[src/rtl/tod_counter.sv]
// 24-hour BCD time-of-day counter with 1 Hz prescaler, load, manual set and seconds strobe.
// Optional top-of-hour chime is built when TOD_CHIME_EN is defined; otherwise chime is tied low.
module tod_counter #(
    parameter int CLK_HZ     = 50_000_000,
    parameter int CHIME_SECS = 5
) (
    input  logic        clk,
    input  logic        rst,
    input  logic        set_mode,
    input  logic [1:0]  sel,
    input  logic        inc,
    input  logic        ld,
    input  logic [23:0] ld_val,
    output logic [23:0] cnt,
    output logic        sec_tick,
    output logic        chime
);

    localparam int            PW   = (CLK_HZ > 1) ? $clog2(CLK_HZ) : 1;
    localparam logic [PW-1:0] PMAX = PW'(CLK_HZ - 1);

    logic [PW-1:0] presc;
    logic          inc_s1, inc_s2, inc_s3;
    logic          tick, inc_edge, tick_taken;
    logic [8:0]    s_inc, m_inc, h_inc;
    logic [23:0]   cnt_next;

    // BCD pair increment returning {wrapped, next}; top is the last legal value of the pair.
    function automatic logic [8:0] inc_pair(input logic [7:0] p, input logic [7:0] top);
        if (p == top) begin
            inc_pair = {1'b1, 8'h00};
        end else if (p[3:0] == 4'd9) begin
            inc_pair = {1'b0, p[7:4] + 4'd1, 4'd0};
        end else begin
            inc_pair = {1'b0, p[7:4], p[3:0] + 4'd1};
        end
    endfunction

    // Packed BCD compares numerically like decimal once the low digit is known to be <= 9.
    function automatic logic pair_ok(input logic [7:0] p, input logic [7:0] top);
        pair_ok = (p[3:0] <= 4'd9) && (p <= top);
    endfunction

    // Next-time selection: load beats a set-mode increment, which beats the run tick.
    always_comb begin
        tick       = ~set_mode & (presc == PMAX);
        inc_edge   = inc_s2 & ~inc_s3;
        s_inc      = inc_pair(cnt[7:0],   8'h59);
        m_inc      = inc_pair(cnt[15:8],  8'h59);
        h_inc      = inc_pair(cnt[23:16], 8'h23);
        cnt_next   = cnt;
        tick_taken = 1'b0;
        if (ld) begin
            cnt_next[23:16] = pair_ok(ld_val[23:16], 8'h23) ? ld_val[23:16] : 8'h00;
            cnt_next[15:8]  = pair_ok(ld_val[15:8],  8'h59) ? ld_val[15:8]  : 8'h00;
            cnt_next[7:0]   = pair_ok(ld_val[7:0],   8'h59) ? ld_val[7:0]   : 8'h00;
        end else if (set_mode) begin
            if (inc_edge) begin
                case (sel)
                    2'b00:   cnt_next[7:0]   = s_inc[7:0];
                    2'b01:   cnt_next[15:8]  = m_inc[7:0];
                    2'b10:   cnt_next[23:16] = h_inc[7:0];
                    default: cnt_next        = cnt;
                endcase
            end else begin
                cnt_next = cnt;
            end
        end else if (tick) begin
            tick_taken    = 1'b1;
            cnt_next[7:0] = s_inc[7:0];
            if (s_inc[8]) begin
                cnt_next[15:8] = m_inc[7:0];
                if (m_inc[8]) begin
                    cnt_next[23:16] = h_inc[7:0];
                end else begin
                    cnt_next[23:16] = cnt[23:16];
                end
            end else begin
                cnt_next[15:8] = cnt[15:8];
            end
        end else begin
            tick_taken = 1'b0;
        end
    end

    // Prescaler, increment synchroniser, time register and seconds strobe.
    always_ff @(posedge clk or posedge rst) begin
        if (rst) begin
            presc    <= '0;
            inc_s1   <= 1'b0;
            inc_s2   <= 1'b0;
            inc_s3   <= 1'b0;
            cnt      <= 24'h000000;
            sec_tick <= 1'b0;
        end else begin
            presc    <= (set_mode || tick) ? '0 : presc + PW'(1);
            inc_s1   <= inc;
            inc_s2   <= inc_s1;
            inc_s3   <= inc_s2;
            cnt      <= cnt_next;
            sec_tick <= tick_taken;
        end
    end

`ifdef TOD_CHIME_EN
    localparam logic [3:0] CHIME_LOAD = 4'(CHIME_SECS);

    logic [3:0] chime_cnt, chime_cnt_next;

    // Chime starts only when a run tick lands on mm:ss = 00:00; set mode or load cancels it.
    always_comb begin
        chime_cnt_next = chime_cnt;
        if (ld || set_mode) begin
            chime_cnt_next = 4'd0;
        end else if (tick_taken) begin
            if (cnt_next[15:0] == 16'h0000) begin
                chime_cnt_next = CHIME_LOAD;
            end else if (chime_cnt != 4'd0) begin
                chime_cnt_next = chime_cnt - 4'd1;
            end else begin
                chime_cnt_next = chime_cnt;
            end
        end else begin
            chime_cnt_next = chime_cnt;
        end
    end

    // Chime counter and its registered output level.
    always_ff @(posedge clk or posedge rst) begin
        if (rst) begin
            chime_cnt <= 4'd0;
            chime     <= 1'b0;
        end else begin
            chime_cnt <= chime_cnt_next;
            chime     <= (chime_cnt_next != 4'd0);
        end
    end
`else
    assign chime = 1'b0;
`endif

endmodule
[config.mk]
export PLATFORM = sky130hd
export DESIGN_NAME = tod_counter
export DESIGN_NICKNAME = d
export VERILOG_FILES = /design/src/rtl/tod_counter.sv
export SDC_FILE = /design/constraint.sdc
export NUM_CORES = 1
export LEC_CHECK = 0
export CORE_MARGIN = 2
export CORE_UTILIZATION = 45
export CTS_BUF_LIST = sky130_fd_sc_hd__clkbuf_8
export DETAILED_ROUTE_END_ITERATION = 8
export MAX_ROUTING_LAYER = met4
export PLACE_DENSITY = 0.82
export REMOVE_ABC_BUFFERS = 1
export SLEW_MARGIN = 20
export SYNTH_ARGS = -nofsm -noshare
export SYNTH_HDL_FRONTEND = slang
export SYNTH_SLANG_ARGS = --single-unit
[constraint.sdc]
create_clock -name clk -period 5.3 [get_ports clk]
set_input_delay 1.06 -clock clk [delete_from_list [all_inputs] [get_ports clk]]
set_output_delay 1.06 -clock clk [all_outputs]
set_load 0.02 [all_outputs]
# After elaboration in Yosys (flattened, before gate mapping)
# Cells that the tools add are included.
# totals
ff_bits,54
input_bits,31
out_inout_bits,26
elab_cells,72
# classes
n_addsub,7
magnitude_cmp,6
eq_ne,13
muxes,23
n_bitwise,4
reduce_logical,11
# ops
operator,count
$mux 8,13
$mux 24,4
$add 26x1->26 const B,1
$eq 26x26->1 const B,1
$mux 26,1
$add 4x1->4 const B,6
$mux 9,2
$eq 8x7->1 const B,2
$le 8x7->1 const B,2
$eq 4x4->1 const B,3
$le 4x4->1 const B,3
$ne 3x1->1 const B,4
$reduce_bool 3->1,3
$eq 8x6->1 const B,1
$le 8x6->1 const B,1
$reduce_and 5->1,1
$reduce_and 4->1,1
$logic_and 1x1->1,3
$mux 1,3
$reduce_and 3->1,1
$and 1x1->1,2
$eq 2x1->1 const B,1
$eq 2x2->1 const B,1
$logic_not 2->1,1
2 further kinds,3

# Logic depth before layout (Yosys ltp)
# logic_depth
depth_word,8
ltp_mapped,8
ltp_nobuf,7

# Worst setup path before layout
# No wires, ideal clock.
# synth_timing
kind,in2reg
startpoint,input set_mode
endpoint,register cnt[16]
setup_ns,0.125
arrival_ns,2.464
required_time_ns,5.175
slack_ns,2.711
path_stages,5
path_buffers,1
cell_sequence,clkbuf_1 -> and3b_1 -> a221oi_1 -> or2_1 -> mux2_2
# synth_via
elab_chain_len,4
elab_cells_between_ends,10
classes_between,2 x eq/ne; 2 x mux; 2 x bitwise; 4 x reduce/logical
# synth_rtl
item,line,source
start: declaration,9,"input logic set_mode,"
$not 1->1,46,tick = ~set_mode & (presc == PMAX);
$and 1x1->1,46,
$reduce_bool 3->1 (no line),-,
$reduce_and 5->1 (no line),-,
end signal: assignment,100,cnt <= cnt_next;
end: declaration,14,"output logic [23:0] cnt,"
# Parallel ways exist; a longest one is shown, timed or not.
# A chain may end at the register's enable or synchronous reset.

# Worst setup path in the final report
# layout_timing
startpoint,input ld
endpoint,register cnt[20]
# layout_via
elab_chain_len,2
elab_cells_between_ends,7
classes_between,2 x eq/ne; 1 x mux; 4 x reduce/logical
# layout_rtl
item,line,source
start: declaration,12,"input logic ld,"
$ne 3x1->1 (no line) / $reduce_bool 3->1 (equally long branches),-,
$reduce_and 5->1 (no line),-,
# Parallel ways exist; a longest one is shown, timed or not.

==> flow_results.org <==
** Clock tree
- After clock tree synthesis, the flow added hold-fix buffers numbering 0.
- Gates resized during post-CTS repair numbered 0.
- Sink count of the clock tree :: 54
- The clock reaches the later pin of the worst-skew pair after 310 ps.
- Clock transition at the registers of the reported paths :: roughly 100 ps
- Clock tree from TritonCTS :: built
- Buffers inserted during clock tree synthesis total 5.
- H-tree levels :: 2
- Once the clock tree was built, the setup fixing pass inserted 0 buffers.
- Clk root buf :: sky130_fd_sc_hd__clkbuf_8
- Number of buffers on the longest clock path :: 2

** Final layout
- 0 antenna diodes ended up in the layout.
- Number of nets in the layout :: around 440
- Final design area excluding fillers :: approximately 4000 µm²
- Leaving out fill and tap cells, the most frequent cells in the layout are sky130_fd_sc_hd__clkdlybuf4s50_1, sky130_fd_sc_hd__dfrtp_1, sky130_fd_sc_hd__nor2_1.
- The library cell used most frequently in the layout, excluding fill and tap cells, is sky130_fd_sc_hd__clkdlybuf4s50_1.
- The area growth from synthesis to layout is 22.1%.
- Of the cells placed in the final design, the portion with a size suffix greater than 1 is 0.0633.

** Die
- The floorplan step defined a die boundary enclosing 7910 µm².
- Width of the die :: approximately 89 µm
- Core area :: around 6900 µm²
- 57 I/O pins were placed.
- In this run the core area contains 30 standard-cell rows.
- Height of the die :: between 80 and 90 µm
- The initial utilization of the core area, before any placement, comes to 0.470.

** Drt
- In the routed layout, each cell is associated on average with a via count of 5.76.
- Number of iterations in the first detailed-routing pass :: 7
- Once detail routing completed, the nets flagged for antenna violations numbered 0.
- Summed over all layers, the routed wires come to between 7000 and 8000 µm.
- DRC viols :: 0
- The routed layout has between 2000 and 3000 vias.
- After detailed routing, the average wire length per cell comes to approximately 15 µm.
- For this block, the initial DRC count from the detailed router was 230.

** Run status
- Run status :: completed

** Synth
- Fraction of synthesis flops using an asynchronous set or reset pin :: 1.00
- In this run, synthesis produced a sequential element count of 54.
- Of the synthesized area, sequential elements account for 0.416.
- Among all flip-flop cells after synthesis, the most frequent one is sky130_fd_sc_hd__dfrtp_1.
- Counting flops with a built-in enable in the synthesized netlist gives 0.
- Unique masters post-synth :: 62
- Post-synthesis instance total :: roughly 340
- Post-synthesis average cell area :: 9.47 µm²
- Netlist Area Pre-Place :: approximately 3200 µm²
- For this run, the number of Yosys warnings is 0.

** Power
- Worst-case vdd ir drop :: 0.105 mV
- The design draws roughly 980 µW.
- In this run the static leakage power is about 1.6 nW.
- For this design the ratio of total power to cell area is approximately 250 nW/µm².

** STA
- Achievable frequency :: slightly below 300 MHz
- The number of pins exceeding their max-slew limit in the final report is 0.
- Worst clock skew :: 17.2 ps
- Measured against its own limit, the worst slew margin works out to 0.406.
- Final critical delay including setup and external delays :: about 3400 ps
- Final-report hold violation count :: 0
- RSZ-0062 raised after global routing :: false
- Final hold analysis gives a worst-case slack of ~360 ps.
- Final worst-path cycle share :: 0.642
- Setup violations remaining at the end of the flow were counted as 0.
- Total negative slack :: 0 ps
- Slew at the pin with the worst max-slew slack :: 882 ps

** Global routing
- Largest net degree at the start of global routing :: 55
- The initial antenna violation count is 0.
- Overall Global Routing Usage :: 0.199
- The number of global-route vias before repair was between 2000 and 3000.
- The first global-routing pass estimated roughly 12000 µm of wire.
- For this run the aggregate overflow at the end of global routing stands at 0.

** Critical path
- Worst stage delay on the critical path :: just over 900 ps
- Data arrival time at the worst-slack endpoint :: 3630 ps
- Buffers and inverters on the worst path :: 2
- At the worst endpoint, the required time is about 5500 ps.
- Start-to-end type of the worst setup path :: in -> reg
- Max FO, Critical Path :: 21
- For this design, the slowest cell found on the critical path is sky130_fd_sc_hd__clkdlybuf4s50_1.
- Chain of cells forming the critical path :: clkdlybuf4s50_1 > inv_1 > nor4_1 > a21oi_1 > o31ai_1
- Startpoint type of the worst setup path :: input pin
- Family with the most delay on the worst path :: buffers and inverters
- STA classifies the critical path endpoint as a flop.

** Placement
- Placer congestion estimate :: approximately 0.91
- IO Port Bufs :: 55
- Detailed placement HPWL :: approximately 5400 µm
- In this run the cell area measured after placement is around 3900 µm².

** Job
- Across the run, the number of max-cap violations was 0.

** Hold path
- Worst Hold Class :: reg -> reg
==> final cells by class <==
class	instances	area (µm²)
Inverter	12	45.0
Clock buffer	5	68.8
Multi-Input combinational cell	266	1810
Sequential cell	54	1350
Fill cell	609	2940
Tap cell	96	120
Timing Repair Buffer	56	558
Clock inverter	2	11.3
==> kinds of logic (layout without fill, tap and decap cells) <==
kind of cell | Yosys count | after routing | share of synthesized area
adder cells (fa/ha/maj) | 13 | 13 | 0.0501
multiplexers | 10 | 10 | 0.0339
flip-flops | 54 | 54 | 0.416
AO/OA/AOI/OAI | 63 | 63 | 0.141
XOR/XNOR | 24 | 24 | 0.0647
other | 1 | 1 | 0.00115
AND/OR/NAND/NOR | 155 | 155 | 0.263
buffers and inverters | 23 | 75 | 0.0301
==> sequential cells by signal, indices dropped and copies added, names as in the netlist <==
name and flops:
presc 26, inc_s1 1, sec_tick 1, inc_s2 1, cnt 24, inc_s3 1
==> cells in the mapped netlist, drive strengths merged, types with 5 or more instances <==
cell type   n  area, µm²
o2bb2ai     6       52.6
xnor2       8       70.1
dfrtp      54       1350
xor2       16        140
nor3        9       45.0
nand4      13       81.3
nand3      18       90.1
ha         13        163
nor2       43        164
inv        12       45.0
o21ai      13       68.8
mux2        5       60.1
nand2      21       81.3
nor4        5       46.3
o31ai       5       37.5
clkbuf      8       30.0
mux2i       5       50.1
nand2b      5       31.3
a21oi      13       80.1
==> power by group <==
part           internal, mW  total (mW)  switching [mW]
clock                0.0891       0.219           0.130
sequential            0.444       0.492          0.0484
combinational         0.131       0.265           0.134
==> per-layer routing <==
layer  vias to the layer above  global-route usage  wire, µm
li1                       1357                   -         -
met1                      1351               0.249      3320
met4                         0              0.0543        91
met2                       108               0.332      3540
met3                        13              0.0388       407
met5                         -                   -         0
==> path summary, 6_finish.rpt <==
kind | startpoint | end | slack, ps | cells after the start
max | ld | cnt[20] | 1900 | 5
max reg2reg | presc[18] | cnt[6] | 2670 | 5
min in group asynchronous | rst | cnt[22] | 1240 | 3
min | inc_s1 | inc_s2 | 360 | 0
min reg2reg | inc_s1 | inc_s2 | 360 | 0
max in group asynchronous | rst | presc[20] | 3590 | 3
==> per-stage QoR <==
stage | setup WS, ps | instances | util
2_1_floorplan | 2820 | 332 | -
3_3_place_gp | 1520 | 484 | 0.561
3_5_place_dp | 1430 | 484 | 0.562
4_1_cts | 1790 | 491 | 0.573
5_1_grt | 1700 | 491 | 0.574
6_report | 1900 | 491 | 0.574
Power figures use the tool's default switching activity.
